**src/rtl/wb_port_arbiter.sv**
```systemverilog
// rtl/wb_port_arbiter.sv - register-file write port arbiter between pipeline write-back and MDU result FIFO; optional starvation guard enabled by WB_ARB_STARVE_EN
module wb_port_arbiter #(
    parameter int WORD     = 64,
    parameter int DEPTH    = 2,
    parameter int MAX_WAIT = 4
) (
    input  logic            clk,
    input  logic            rst,
    input  logic            pipe_wen,
    input  logic [4:0]      pipe_waddr,
    input  logic [WORD-1:0] pipe_wdata,
    input  logic            mdu_valid,
    input  logic [4:0]      mdu_waddr,
    input  logic [WORD-1:0] mdu_wdata,
    output logic            mdu_ready,
    output logic            rf_wen,
    output logic [4:0]      rf_waddr,
    output logic [WORD-1:0] rf_wdata,
    output logic            pipe_stall
);

    localparam int         PTR_W = $clog2(DEPTH);
    localparam logic [4:0] XZR   = 5'd31;

    // FIFO storage and pointers; the extra pointer bit separates full from empty
    logic [4:0]      addr_mem_q [DEPTH];
    logic [4:0]      addr_mem_d [DEPTH];
    logic [WORD-1:0] data_mem_q [DEPTH];
    logic [WORD-1:0] data_mem_d [DEPTH];
    logic [PTR_W:0]  wr_ptr_q, wr_ptr_d;
    logic [PTR_W:0]  rd_ptr_q, rd_ptr_d;

    logic            rf_wen_q, rf_wen_d;
    logic [4:0]      rf_waddr_q, rf_waddr_d;
    logic [WORD-1:0] rf_wdata_q, rf_wdata_d;

    logic            fifo_empty;
    logic            fifo_full;
    logic            push;
    logic            pipe_req;
    logic            force_grant;
    logic            grant_fifo;
    logic            grant_pipe;
    logic [4:0]      head_addr;
    logic [WORD-1:0] head_data;

    assign fifo_empty = (wr_ptr_q == rd_ptr_q);
    assign fifo_full  = (wr_ptr_q[PTR_W] != rd_ptr_q[PTR_W]) &&
                        (wr_ptr_q[PTR_W-1:0] == rd_ptr_q[PTR_W-1:0]);
    assign head_addr  = addr_mem_q[rd_ptr_q[PTR_W-1:0]];
    assign head_data  = data_mem_q[rd_ptr_q[PTR_W-1:0]];

    // Ready reflects start-of-cycle occupancy only, so a same-cycle dequeue never frees a full FIFO
    assign mdu_ready = !fifo_full;
    // Writes to x31 are dropped: the MDU handshake still completes, the pipeline request vanishes
    assign push      = mdu_valid && !fifo_full && (mdu_waddr != XZR);
    assign pipe_req  = pipe_wen && (pipe_waddr != XZR);

`ifdef WB_ARB_STARVE_EN
    typedef enum logic [1:0] {
        ST_IDLE  = 2'd0,
        ST_WAIT  = 2'd1,
        ST_FORCE = 2'd2
    } state_t;

    localparam int               CNT_W   = $clog2(MAX_WAIT + 1);
    localparam logic [CNT_W-1:0] THR     = CNT_W'((MAX_WAIT > 1) ? (MAX_WAIT - 1) : 1);
    localparam logic [CNT_W-1:0] CNT_MAX = '1;

    state_t           state_q, state_d;
    logic [CNT_W-1:0] wait_cnt_q, wait_cnt_d;
    logic [CNT_W-1:0] cnt_inc;

    assign force_grant = (state_q == ST_FORCE);
    assign pipe_stall  = (state_q == ST_FORCE);
    assign cnt_inc     = (wait_cnt_q == CNT_MAX) ? wait_cnt_q : wait_cnt_q + 1'b1;

    // Starvation guard: count cycles the FIFO head is passed over, force one grant at the threshold
    always_comb begin
        state_d    = state_q;
        wait_cnt_d = wait_cnt_q;
        unique case (state_q)
            ST_IDLE: begin
                if (!fifo_empty && !grant_fifo) begin
                    wait_cnt_d = cnt_inc;
                    state_d    = (cnt_inc >= THR) ? ST_FORCE : ST_WAIT;
                end
            end
            ST_WAIT: begin
                if (grant_fifo) begin
                    state_d    = ST_IDLE;
                    wait_cnt_d = '0;
                end else begin
                    wait_cnt_d = cnt_inc;
                    if (cnt_inc >= THR) begin
                        state_d = ST_FORCE;
                    end
                end
            end
            ST_FORCE: begin
                state_d    = ST_IDLE;
                wait_cnt_d = '0;
            end
            default: begin
                state_d    = ST_IDLE;
                wait_cnt_d = '0;
            end
        endcase
    end

    // Guard state register
    always_ff @(posedge clk) begin
        if (rst) begin
            state_q    <= ST_IDLE;
            wait_cnt_q <= '0;
        end else begin
            state_q    <= state_d;
            wait_cnt_q <= wait_cnt_d;
        end
    end
`else
    assign force_grant = 1'b0;
    assign pipe_stall  = 1'b0;
`endif

    // Grant: forced head first, then pipeline, then FIFO head in pipeline idle cycles
    assign grant_fifo = !fifo_empty && (force_grant || !pipe_req);
    assign grant_pipe = pipe_req && !force_grant;

    // FIFO next state
    always_comb begin
        addr_mem_d = addr_mem_q;
        data_mem_d = data_mem_q;
        if (push) begin
            addr_mem_d[wr_ptr_q[PTR_W-1:0]] = mdu_waddr;
            data_mem_d[wr_ptr_q[PTR_W-1:0]] = mdu_wdata;
        end
        wr_ptr_d = wr_ptr_q + {{PTR_W{1'b0}}, push};
        rd_ptr_d = rd_ptr_q + {{PTR_W{1'b0}}, grant_fifo};
    end

    // Register-file write outputs; address/data hold their last value when no write is granted
    always_comb begin
        rf_wen_d   = grant_fifo || grant_pipe;
        rf_waddr_d = rf_waddr_q;
        rf_wdata_d = rf_wdata_q;
        if (grant_fifo) begin
            rf_waddr_d = head_addr;
            rf_wdata_d = head_data;
        end else if (grant_pipe) begin
            rf_waddr_d = pipe_waddr;
            rf_wdata_d = pipe_wdata;
        end
    end

    // FIFO payload storage needs no reset; emptiness comes from the pointers
    always_ff @(posedge clk) begin
        addr_mem_q <= addr_mem_d;
        data_mem_q <= data_mem_d;
    end

    // Pointers and registered write port
    always_ff @(posedge clk) begin
        if (rst) begin
            wr_ptr_q   <= '0;
            rd_ptr_q   <= '0;
            rf_wen_q   <= 1'b0;
            rf_waddr_q <= '0;
            rf_wdata_q <= '0;
        end else begin
            wr_ptr_q   <= wr_ptr_d;
            rd_ptr_q   <= rd_ptr_d;
            rf_wen_q   <= rf_wen_d;
            rf_waddr_q <= rf_waddr_d;
            rf_wdata_q <= rf_wdata_d;
        end
    end

    assign rf_wen   = rf_wen_q;
    assign rf_waddr = rf_waddr_q;
    assign rf_wdata = rf_wdata_q;

endmodule

```
**config.mk**
```make
export PLATFORM = sky130hd
export DESIGN_NAME = wb_port_arbiter
export DESIGN_NICKNAME = d
export VERILOG_FILES = /design/src/rtl/wb_port_arbiter.sv
export SDC_FILE = /design/constraint.sdc
export NUM_CORES = 1
export LEC_CHECK = 0
export ABC_AREA = 1
export CELL_PAD_IN_SITES_DETAIL_PLACEMENT = 0
export CELL_PAD_IN_SITES_GLOBAL_PLACEMENT = 1
export CORE_MARGIN = 2
export CORE_UTILIZATION = 37
export CTS_CLUSTER_SIZE = 28
export DETAILED_ROUTE_END_ITERATION = 10
export GPL_ROUTABILITY_DRIVEN = 1
export PLACE_DENSITY_LB_ADDON = 0.1
export SETUP_SLACK_MARGIN = 0.3
export SLEW_MARGIN = 30
export SYNTH_ARGS = -nofsm -noshare
export SYNTH_HDL_FRONTEND = slang
export SYNTH_SLANG_ARGS = --single-unit
```
**constraint.sdc**
```tcl
create_clock -name clk -period 4 [get_ports clk]
set_clock_uncertainty 0.05 [all_clocks]
set_input_delay 0.8 -clock clk [delete_from_list [all_inputs] [get_ports clk]]
set_output_delay 0.8 -clock clk [all_outputs]
set_load 0.01 [all_outputs]
```
==> summary.txt, run 1 <==
Critical path
  – Reg2Reg Setup Slack: 1510 ps
  – WP data arrival: approximately 2000 ps
  – Startpoint types: register
  – Crit-path cells: inv_2, nand2_1, nand2_2, nor2_1, inv_1, clkdlybuf4s50_1
  – Largest stage delay, worst path: about 520 ps
  – Crit-path max FO: 4
  – CP required: 3150 ps
  – Top Family by Delay on Critical Path: buffers and inverters
  – WP buf/inv: 3
  – WS Path Type: register to output pin
  – CP Capture Type: output pin
  – Crit path max-delay cell type: clkdlybuf4s50_1

Routing
  – Vias: 6,788
  – Residual DRC: 0
  – Vias per cell: 4.62
  – Drt initial violations: 318
  – Router iterations before antenna repair: 4
  – Routed wire per std cell: 15.6 um
  – Post-DRT Antenna Nets: 0
  – Total length of routed wires: 23,000 um

Global routing
  – Pin count of the biggest net entering global routing: 72
  – Overall routing resource usage: a little under a fifth
  – Initial antenna violation count: 2
  – Vias in the first global route: 6,483
  – Gr ovfl total: 0
  – First-pass GRT wire length: 35,200 um

Synthesis
  – Synth area leaders: edfxtp_1, nand2_1, dfxtp_1, nand3_1, inv_1
  – Syn Nets: 1,084
  – Syn Inst Count: approximately 940
  – Yosys top cell area share: 47.3%
  – Syn Std Cell Area: 8760 um2
  – Top_reg_cell synth: edfxtp_1
  – Post-synthesis sequential area ratio: 64.2%
  – Syn. warnings: 0
  – EDFF count, synth: 138
  – Async SR Flop Fraction: 0%
  – Count of cell types in the netlist: 20
  – Avg Cell Area, Syn: just over 9 um2
  – Seq cells post-synth: 212
  – Yosys top cell by area: edfxtp_1

Clock network
  – Clock Tree Root: clkbuf_16
  – CTS tree: done
  – Cts bufs inserted: 24
  – Clock Sinks: 212
  – Clock Path Buffers: 3
  – Worst-path clk slew: 60 ps
  – Clock Latency Late Sink: 510 ps
  – PostCTS Resize Cnt: 0
  – Setup bufs post-CTS: 0
  – CTS Hold Bufs: 0
  – CTS H-Tree Depth: 1

Timing
  – Max-slew violation count: 0
  – Max transition margin: roughly 43%
  – Setup tns final: 0 ps
  – Final Hold Viols: 0
  – Final-report setup violation count: 0
  – Fmax: ~360 MHz
  – Final min period: 2800 ps
  – Final period utilization: 69.9%
  – RSZ-0062 raised after global routing: false
  – Least-Margin Pin Slew: 855 ps

Power
  – Power per standard cell area: ~570 nW/um2
  – Max IR drop VDD: 333 uV
  – Pleak: between 5 and 6 nW

Layout
  – Final #Nets: about 1,300
  – Most frequent cells in the layout: nand2_1, clkdlybuf4s50_1, nand3_1
  – Commonest non-fill, non-tap cell in the layout: nand2_1
  – Antenna fix cells: 0
  – Filler cell count: 2,229
  – Finished Cell Area: 11,900 um2
  – Layout area overhead: 35.3%
  – Share of cells above drive strength 1: 5.22%

Floorplanning
  – Initial Util: a little under two fifths
  – Die W: between 150 and 200 um
  – Overall die area: approximately 25,000 um2
  – Row count: 56
  – Core box area: 23,300 um2
  – Die Span Y: between 150 and 200 um
  – IO Count: between 200 and 250

Placed design
  – Port Buffers: 212
  – HPWL Detailed: 13,900 um
  – Placer Congestion: slightly above 0.7
  – Post-DP Area: 11,100 um2

Outcome
  – Status: complete, no violations

Run
  – Max cap viols: 0

Worst hold path
  – Worst hold path type: register to register
[path summary, 6_finish.rpt]
path / start / to / depth (start not counted)
max: wr_ptr_q[0] / mdu_ready / 6
min: rf_wdata[21] / rf_wdata[21] / 2
max reg2reg: rd_ptr_q[0] / rd_ptr_q[1] / 10
min reg2reg: rf_wdata[21] / rf_wdata[21] / 2
[Yosys cell counts (2+ instances only)]
cell,n
inv_1,48
xnor2_1,2
nand2_1,401
inv_2,4
o21ai_0,3
nand3_1,186
nor2_1,11
nand2_2,5
ha_1,3
o21ai_1,2
buf_6,4
clkbuf_1,18
dfxtp_1,74
buf_2,26
edfxtp_1,138
buf_4,10
[stage by stage]
stage	total power, mW	utilization [%]	hold slack [ps]	setup slack [ps]	cells
2_1_floorplan	4.04	-	424	748	939
3_3_place_gp	4.83	47.7	388	983	1425
3_5_place_dp	4.84	47.7	391	917	1425
4_1_cts	6.89	50.8	403	1180	1469
5_1_grt	7.20	50.8	415	1060	1469
6_report	6.78	50.8	401	1200	1469
[layer usage]
metal	wire length, um	vias up	GRT usage [%]
li1	-	3461	-
met4	294	2	3.64
met5	8	-	0
met1	10300	3115	24.0
met3	1720	29	4.93
met2	10600	181	30.3
[area by class of cell]
| type | count | area [um2] | share of cell area (%) |
|---|---|---|---|
| timing repair buffer | 225 | 2240 | 18.9 |
| multi-input combinational | 617 | 2660 | 22.4 |
| tap | 319 | 399 | 3.37 |
| clock buffer | 30 | 644 | 5.44 |
| inverter | 52 | 195 | 1.65 |
| sequential | 212 | 5630 | 47.5 |
| clock inverter | 14 | 85.1 | 0.718 |
[flip-flops by register name, indices dropped and copies added (netlist names)]
name and flops:
addr_mem_q 10, data_mem_q 128, rd_ptr_q 2, rf_waddr 5, rf_wdata 64, rf_wen 1, wr_ptr_q 2
[report_power, final]
| group | total, mW | internal [mW] | switching, mW |
|---|---|---|---|
| clock | 2.03 | 1.20 | 0.832 |
| sequential | 2.82 | 2.70 | 0.118 |
| combinational | 1.94 | 0.744 | 1.19 |
| total | 6.78 | 4.64 | 2.14 |
[kinds of logic (layout without fill, tap and decap cells)]
group / Yosys count / count (layout) / synth area share (%)
fa+ha+maj: 3 / 3 / 0.429
simple gates: 605 / 605 / 28.8
compound gates: 6 / 6 / 0.414
other cells: 1 / 1 / 0.0428
xor+xnor: 2 / 2 / 0.200
buf+inv: 110 / 321 / 5.86
flops: 212 / 212 / 64.2
[worst register-to-register path, stage by stage, from the launching register on]
cell	delay, ps
dfxtp_4	340
inv_2	50
buf_4	670
nand2_1	120
nand2_1	140
nand2_4	60
nand2_2	450
inv_1	100
ha_1	210
xnor2_1	150
nor2_1	50
Note: power is estimated with default switching activity, not from simulation.
==> inputs of run 2 (changes only) <==
--- a/config.mk
+++ b/config.mk
@@ -9,7 +9,7 @@
 export CELL_PAD_IN_SITES_DETAIL_PLACEMENT = 0
 export CELL_PAD_IN_SITES_GLOBAL_PLACEMENT = 1
 export CORE_MARGIN = 2
-export CORE_UTILIZATION = 37
+export CORE_UTILIZATION = 34
 export CTS_CLUSTER_SIZE = 28
 export DETAILED_ROUTE_END_ITERATION = 10
 export GPL_ROUTABILITY_DRIVEN = 1
==> constraint.sdc (replaced) <==
create_clock -name clk -period 2.5 [get_ports clk]
set_clock_uncertainty 0.05 [all_clocks]
set_input_delay 0.5 -clock clk [delete_from_list [all_inputs] [get_ports clk]]
set_output_delay 0.5 -clock clk [all_outputs]
set_load 0.01 [all_outputs]
==> run 2 against run 1 <==
  * Non-clock buffer count is 9 higher
  * Critical endpoint unchanged
  * First-iteration DRC count down 2.5%
  * Register-to-register slack lost 980 ps
==> summary.txt, run 2 (same netlist as run 1, synthesis figures left out) <==
Outcome
  – Status: complete, no violations

Power
  – Power per standard cell area: 927 nW/um2 (+62%)
  – Overall Power: 11.2 mW (+65%)
  – Pleak: 5.18 nW (+2.0%)
  – Max IR drop VDD: 481 uV (+44%)

Critical path
  – Largest stage delay, worst path: 380 ps (-140 ps)
  – Crit-path max FO: 4 (unchanged)
  – Startpoint types: register
  – WP data arrival: 1570 ps (-380 ps)
  – Crit path max-delay cell type: dfxtp_4
  – WS Path Type: register to output pin
  – CP Capture Type: output pin
  – CP required: 1950 ps (-1200 ps)
  – Crit-path cells: inv_2, nand2_1, nand2_2, nor2_2, inv_1, clkdlybuf4s15_1

Clock network
  – Clock Tree Root: clkbuf_16
  – Clock Path Buffers: 3 (unchanged)
  – CTS Hold Bufs: 0 (unchanged)
  – CTS H-Tree Depth: 1 (unchanged)
  – Clock Sinks: 212 (unchanged)
  – Clock Latency Late Sink: 510 ps (about the same)
  – CTS tree: done
  – Cts bufs inserted: 24 (unchanged)
  – Worst-path clk slew: 60 ps (about the same)
  – Setup bufs post-CTS: 0 (unchanged)

Routing
  – Router iterations before antenna repair: 4 (unchanged)
  – Drt initial violations: 310 (-2.5%)
  – Vias per cell: 4.57 (-1.2%)
  – Total length of routed wires: 23,800 um (+3.4%)
  – Routed wire per std cell: 15.9 um (+1.9%)
  – Post-DRT Antenna Nets: 0 (unchanged)
  – Residual DRC: 0 (unchanged)
  – Vias: 6,802 (+0.21%)

Layout
  – Layout area overhead: 38.1%
  – Commonest non-fill, non-tap cell in the layout: nand2_1
  – Most frequent cells in the layout: nand2_1, clkdlybuf4s50_1, nand3_1
  – Final Instance Count excl. Fillers: 1,490 (+1.4%)
  – Final #Nets: 1,286 (+0.70%)
  – Share of cells above drive strength 1: 6.82% (+1.6 points)
  – Largest Register: data_mem_q
  – Number of flip-flops in the largest register: 128 (unchanged)

Floorplanning
  – IO Count: 214 (unchanged)
  – Row count: 58 (+3.6%)
  – Core box area: 25,300 um2 (+8.2%)
  – Die Span Y: 165 um (+4.2%)
  – Die W: 165 um (+4.2%)
  – Overall die area: 27,100 um2 (+8.6%)
  – Initial Util: 34.7% (-2.9 points)

Run
  – Max cap viols: 0 (unchanged)

Timing
  – Final min period: 2120 ps
  – Final-report setup violation count: 0 (unchanged)
  – Final period utilization: between 80% and 90%
  – RSZ-0062 raised after global routing: false
  – Setup tns final: 0 ps (unchanged)
  – Least-Margin Pin Slew: 614 ps (-241 ps)
  – Max-slew violation count: 0 (unchanged)
  – Fmax: about 470 MHz
  – Max transition margin: 59.1% (+16 points)
  – Final Hold Viols: 0 (unchanged)

Placed design
  – Placer Congestion: 0.741 (+2.5%)
  – HPWL Detailed: 15,200 um (+9.4%)
  – Dpl cells: 1,445 (+1.4%)
  – Port Buffers: 212 (unchanged)

Global routing
  – Gr ovfl total: 0 (unchanged)
  – Overall routing resource usage: 17.3% (-0.86 points)
  – First-pass GRT wire length: 36,400 um (+3.5%)
  – Initial antenna violation count: 1 (-1)
  – Vias in the first global route: 6,624 (+2.2%)
  – Pin count of the biggest net entering global routing: 51 (-29%)

Worst hold path
  – Worst hold path type: register to register
==> run 2: critical path: cells and delay by family, from the launching register on <==
family	cells	cell delay [ps]
flip-flops	1	380
buffers and inverters	3	390
AND/OR/NAND/NOR	3	290
==> run 2: final timing paths <==
| path | cells past startpoint | start | end | slack (ps) |
|---|---|---|---|---|
| max reg2reg | 10 | rd_ptr_q[0] | rf_wdata[35] | 530 |
| min reg2reg | 2 | rf_wdata[15] | rf_wdata[15] | 400 |
| max | 6 | wr_ptr_q[0] | mdu_ready | 380 |
| min | 2 | rf_wdata[15] | rf_wdata[15] | 400 |
==> run 2: per-stage QoR <==
step                      setup slack [ps]  cell area (um2)  hold WS (ps)  util [%]
after floorplan                        151             8760           424         -
after global placement                 147            11300           387      44.7
after detailed placement               122            11300           392      44.7
after CTS                              321            12100           404      47.9
after global routing                   302            12100           419      47.9
final                                  381            12100           401      47.9
==> run 2: area by class of cell <==
type / instances / area (um2)
Clock inverter: 9 / 95.1
Fill cell: 2468 / 13200
Tap cell: 330 / 413
Timing Repair Buffer: 234 / 2400
Inverter: 52 / 195
Antenna cell: 1 / 2.50
Clock buffer: 35 / 693
Multi-Input combinational cell: 617 / 2660
Sequential cell: 212 / 5640
==> run 2: repair_timing <==
item | in CTS | in global routing
endpoints found under the hold margin | 0 | 0
setup endpoints to repair | 1 | 26
gates resized for setup | 6 | 2
==> run 2: where the power goes <==
part	internal [mW]	switching, mW	total, mW	leakage, nW
Combinational	1.30	1.93	3.23	2.89
Sequential	4.32	0.196	4.51	1.90
Clock	2.12	1.35	3.48	0.385
Total	7.74	3.48	11.2	5.18
==> run 2: layer usage <==
layer	global-route usage (%)	vias to the layer above	routed length [um]	share of wire, %
met2	28.8	189	10900	46
met1	23.2	3098	10900	46
met3	4.07	34	1590	6.7
met4	3.79	2	381	1.6
li1	-	3479	-	-
met5	0	-	13	0.055
==> inputs of run 3 (changes only) <==
==> constraint.sdc (replaced) <==
create_clock -name clk -period 1.9 [get_ports clk]
set_clock_uncertainty 0.05 [all_clocks]
set_input_delay 0.38 -clock clk [delete_from_list [all_inputs] [get_ports clk]]
set_output_delay 0.38 -clock clk [all_outputs]
set_load 0.01 [all_outputs]
==> run 3 against run 2 <==
  * Wire length rose by 23%
  * Highest routed layer unchanged
  * Global-route usage rose by 1.3 points
  * Via count rose by 8.5%
==> summary.txt, run 3 (same netlist as run 1, synthesis figures left out) <==
Clock network
  – Clock Latency Late Sink: 510 ps (about the same)
  – Clock Tree Root: clkbuf_16
  – CTS H-Tree Depth: 1 (unchanged)
  – Cts bufs inserted: 25 (+4.2%)
  – CTS Hold Bufs: 0 (unchanged)
  – CTS tree: done
  – Worst-path clk slew: 60 ps (about the same)
  – Clock Sinks: 212 (unchanged)
  – Clock Path Buffers: 3 (unchanged)

Floorplanning
  – IO Count: 214 (unchanged)
  – Overall die area: 27,100 um2 (unchanged)
  – Row count: 58 (unchanged)
  – Die Span Y: 165 um (unchanged)
  – Die W: 165 um (unchanged)
  – Initial Util: 34.7% (unchanged)
  – Core box area: 25,300 um2 (unchanged)

Routing
  – Total length of routed wires: 29,200 um (+23%)
  – Post-DRT Antenna Nets: 0 (unchanged)
  – Drt initial violations: 374 (+21%)
  – Vias per cell: 4.71 (+3.1%)
  – Router iterations before antenna repair: 4 (unchanged)
  – Residual DRC: 0 (unchanged)
  – Vias: 7,382 (+8.5%)
  – Routed wire per std cell: 18.6 um (+17%)

Critical path
  – Startpoint types: register
  – CP required: 2080 ps (+130 ps)
  – CP Capture Type: register
  – Largest stage delay, worst path: 360 ps (-20 ps)
  – Crit-path cells: inv_2, nand2_2, nand2_4, nor2_4, buf_6, nor2_4, buf_6, ha_4, buf_12, clkbuf_16
  – WS Path Type: register to register
  – Crit-path max FO: 8 (+4)
  – Crit path max-delay cell type: dfxtp_4
  – WP buf/inv: 5 (+2)
  – WP data arrival: 1960 ps (+390 ps)
  – Top Family by Delay on Critical Path: buffers and inverters

Layout
  – Filler cell count: 2,278 (-7.7%)
  – Share of cells above drive strength 1: 20.4% (+14 points)
  – Most frequent cells in the layout: nand2_1, nand3_1, clkdlybuf4s50_1
  – Commonest non-fill, non-tap cell in the layout: nand2_1
  – Antenna fix cells: 0 (-1)
  – Largest Register: data_mem_q
  – Layout area overhead: 58.4%
  – Finished Cell Area: 13,900 um2 (+15%)
  – Final #Nets: 1,364 (+6.1%)
  – Number of flip-flops in the largest register: 128 (unchanged)

Timing
  – Max-slew violation count: 0 (unchanged)
  – Final Hold Viols: 0 (unchanged)
  – Final min period: 1780 ps
  – Fmax: 563 MHz
  – RSZ-0062 raised after global routing: true
  – Final period utilization: 93.5%
  – Final-report setup violation count: 0 (unchanged)
  – Least-Margin Pin Slew: 564 ps (-49.6 ps)
  – Max transition margin: 62.4% (+3.3 points)
  – Setup tns final: 0 ps (unchanged)

Global routing
  – First-pass GRT wire length: 38,600 um (+5.9%)
  – Overall routing resource usage: 18.6% (+1.3 points)
  – Initial antenna violation count: 2 (+1)
  – Gr ovfl total: 0 (unchanged)
  – Pin count of the biggest net entering global routing: 43 (-16%)
  – Vias in the first global route: 6,915 (+4.4%)

Power
  – Power per standard cell area: 1270 nW/um2 (+37%)
  – Overall Power: 17.6 mW (+57%)
  – Max IR drop VDD: 594 uV (+23%)
  – Pleak: 6.19 nW (+20%)

Outcome
  – Status: complete, no violations

Worst hold path
  – Worst hold path type: primary input to register

Placed design
  – Port Buffers: 212 (unchanged)
  – HPWL Detailed: 14,900 um (-1.8%)
  – Placer Congestion: 0.737 (-0.42%)
  – Post-DP Area: 11,500 um2 (+2.0%)

Run
  – Max cap viols: 0 (unchanged)
[run 3: cell count changes in the layout (fill, tap and decap cells not counted), moves of 14 or more]
cell | previous run | this run
nand3_2 | 0 | 30
clkdlybuf4s50_1 | 210 | 140
nand2_1 | 400 | 355
buf_4 | 12 | 29
nand3_1 | 186 | 153
nand2_2 | 5 | 28
buf_6 | 1 | 15
clkbuf_16 | 25 | 43
dlygate4sd2_1 | 0 | 36
nand2_4 | 1 | 21
clkdlybuf4s15_1 | 1 | 24
[run 3: area by class of cell]
class	count	area, um2	area share, %
Sequential cell	212	5640	40.6
Timing Repair Buffer	310	3660	26.4
Multi-Input combinational cell	618	3140	22.6
Clock buffer	35	714	5.15
Tap cell	330	413	2.98
Inverter	52	200	1.44
Clock inverter	11	111	0.802
[run 3: final timing paths]
check | startpoint | slack (ps) | depth (start not counted) | end
worst min-delay path | mdu_wdata[21] | 390 | 1 | data_mem_q[21]
worst min register to register | rf_wdata[16] | 400 | 2 | rf_wdata[16]
worst max register to register | wr_ptr_q[0] | 120 | 10 | data_mem_q[3]
worst max-delay path | wr_ptr_q[0] | 120 | 10 | data_mem_q[3]
[run 3: worst register-to-register path: cells and delay by family (launching register included)]
kind,cells,cell delay (ps)
AND/OR/NAND/NOR,4,280
flip-flops,1,360
buffers and inverters,5,620
adder cells (fa/ha/maj),1,170
[run 3: per-layer routing]
metal	share of wire [%]	wire length [um]	track usage [%]	vias up
met5	0.072	21	0	-
met3	6.3	1840	4.50	43
met1	43	12600	24.0	3481
met4	1.8	539	3.68	4
met2	49	14200	32.0	191
li1	-	-	-	3663
[run 3: power by group]
part           switching (mW)  internal (mW)
Combinational            3.67           3.22
Clock                    1.87           2.90
Sequential              0.287           5.68
[run 3: what timing repair did]
item,CTS,global route
setup endpoints to repair,274,239
endpoints found under the hold margin,0,0
cloned,9,24
resized for setup,111,166
pin swaps,6,33
buffers inserted,19,11
[run 3: stage by stage]
step | worst slack [ps] | hold WS (ps) | std cells | utilization [%]
after floorplan | 44.1 | 394 | 939 | -
after detailed placement | -276 | 389 | 1459 | 45.6
after CTS | 110 | 366 | 1533 | 50.5
final | 123 | 394 | 1568 | 54.9
after global routing | 62.1 | 378 | 1568 | 54.9
after global placement | -231 | 388 | 1459 | 45.6
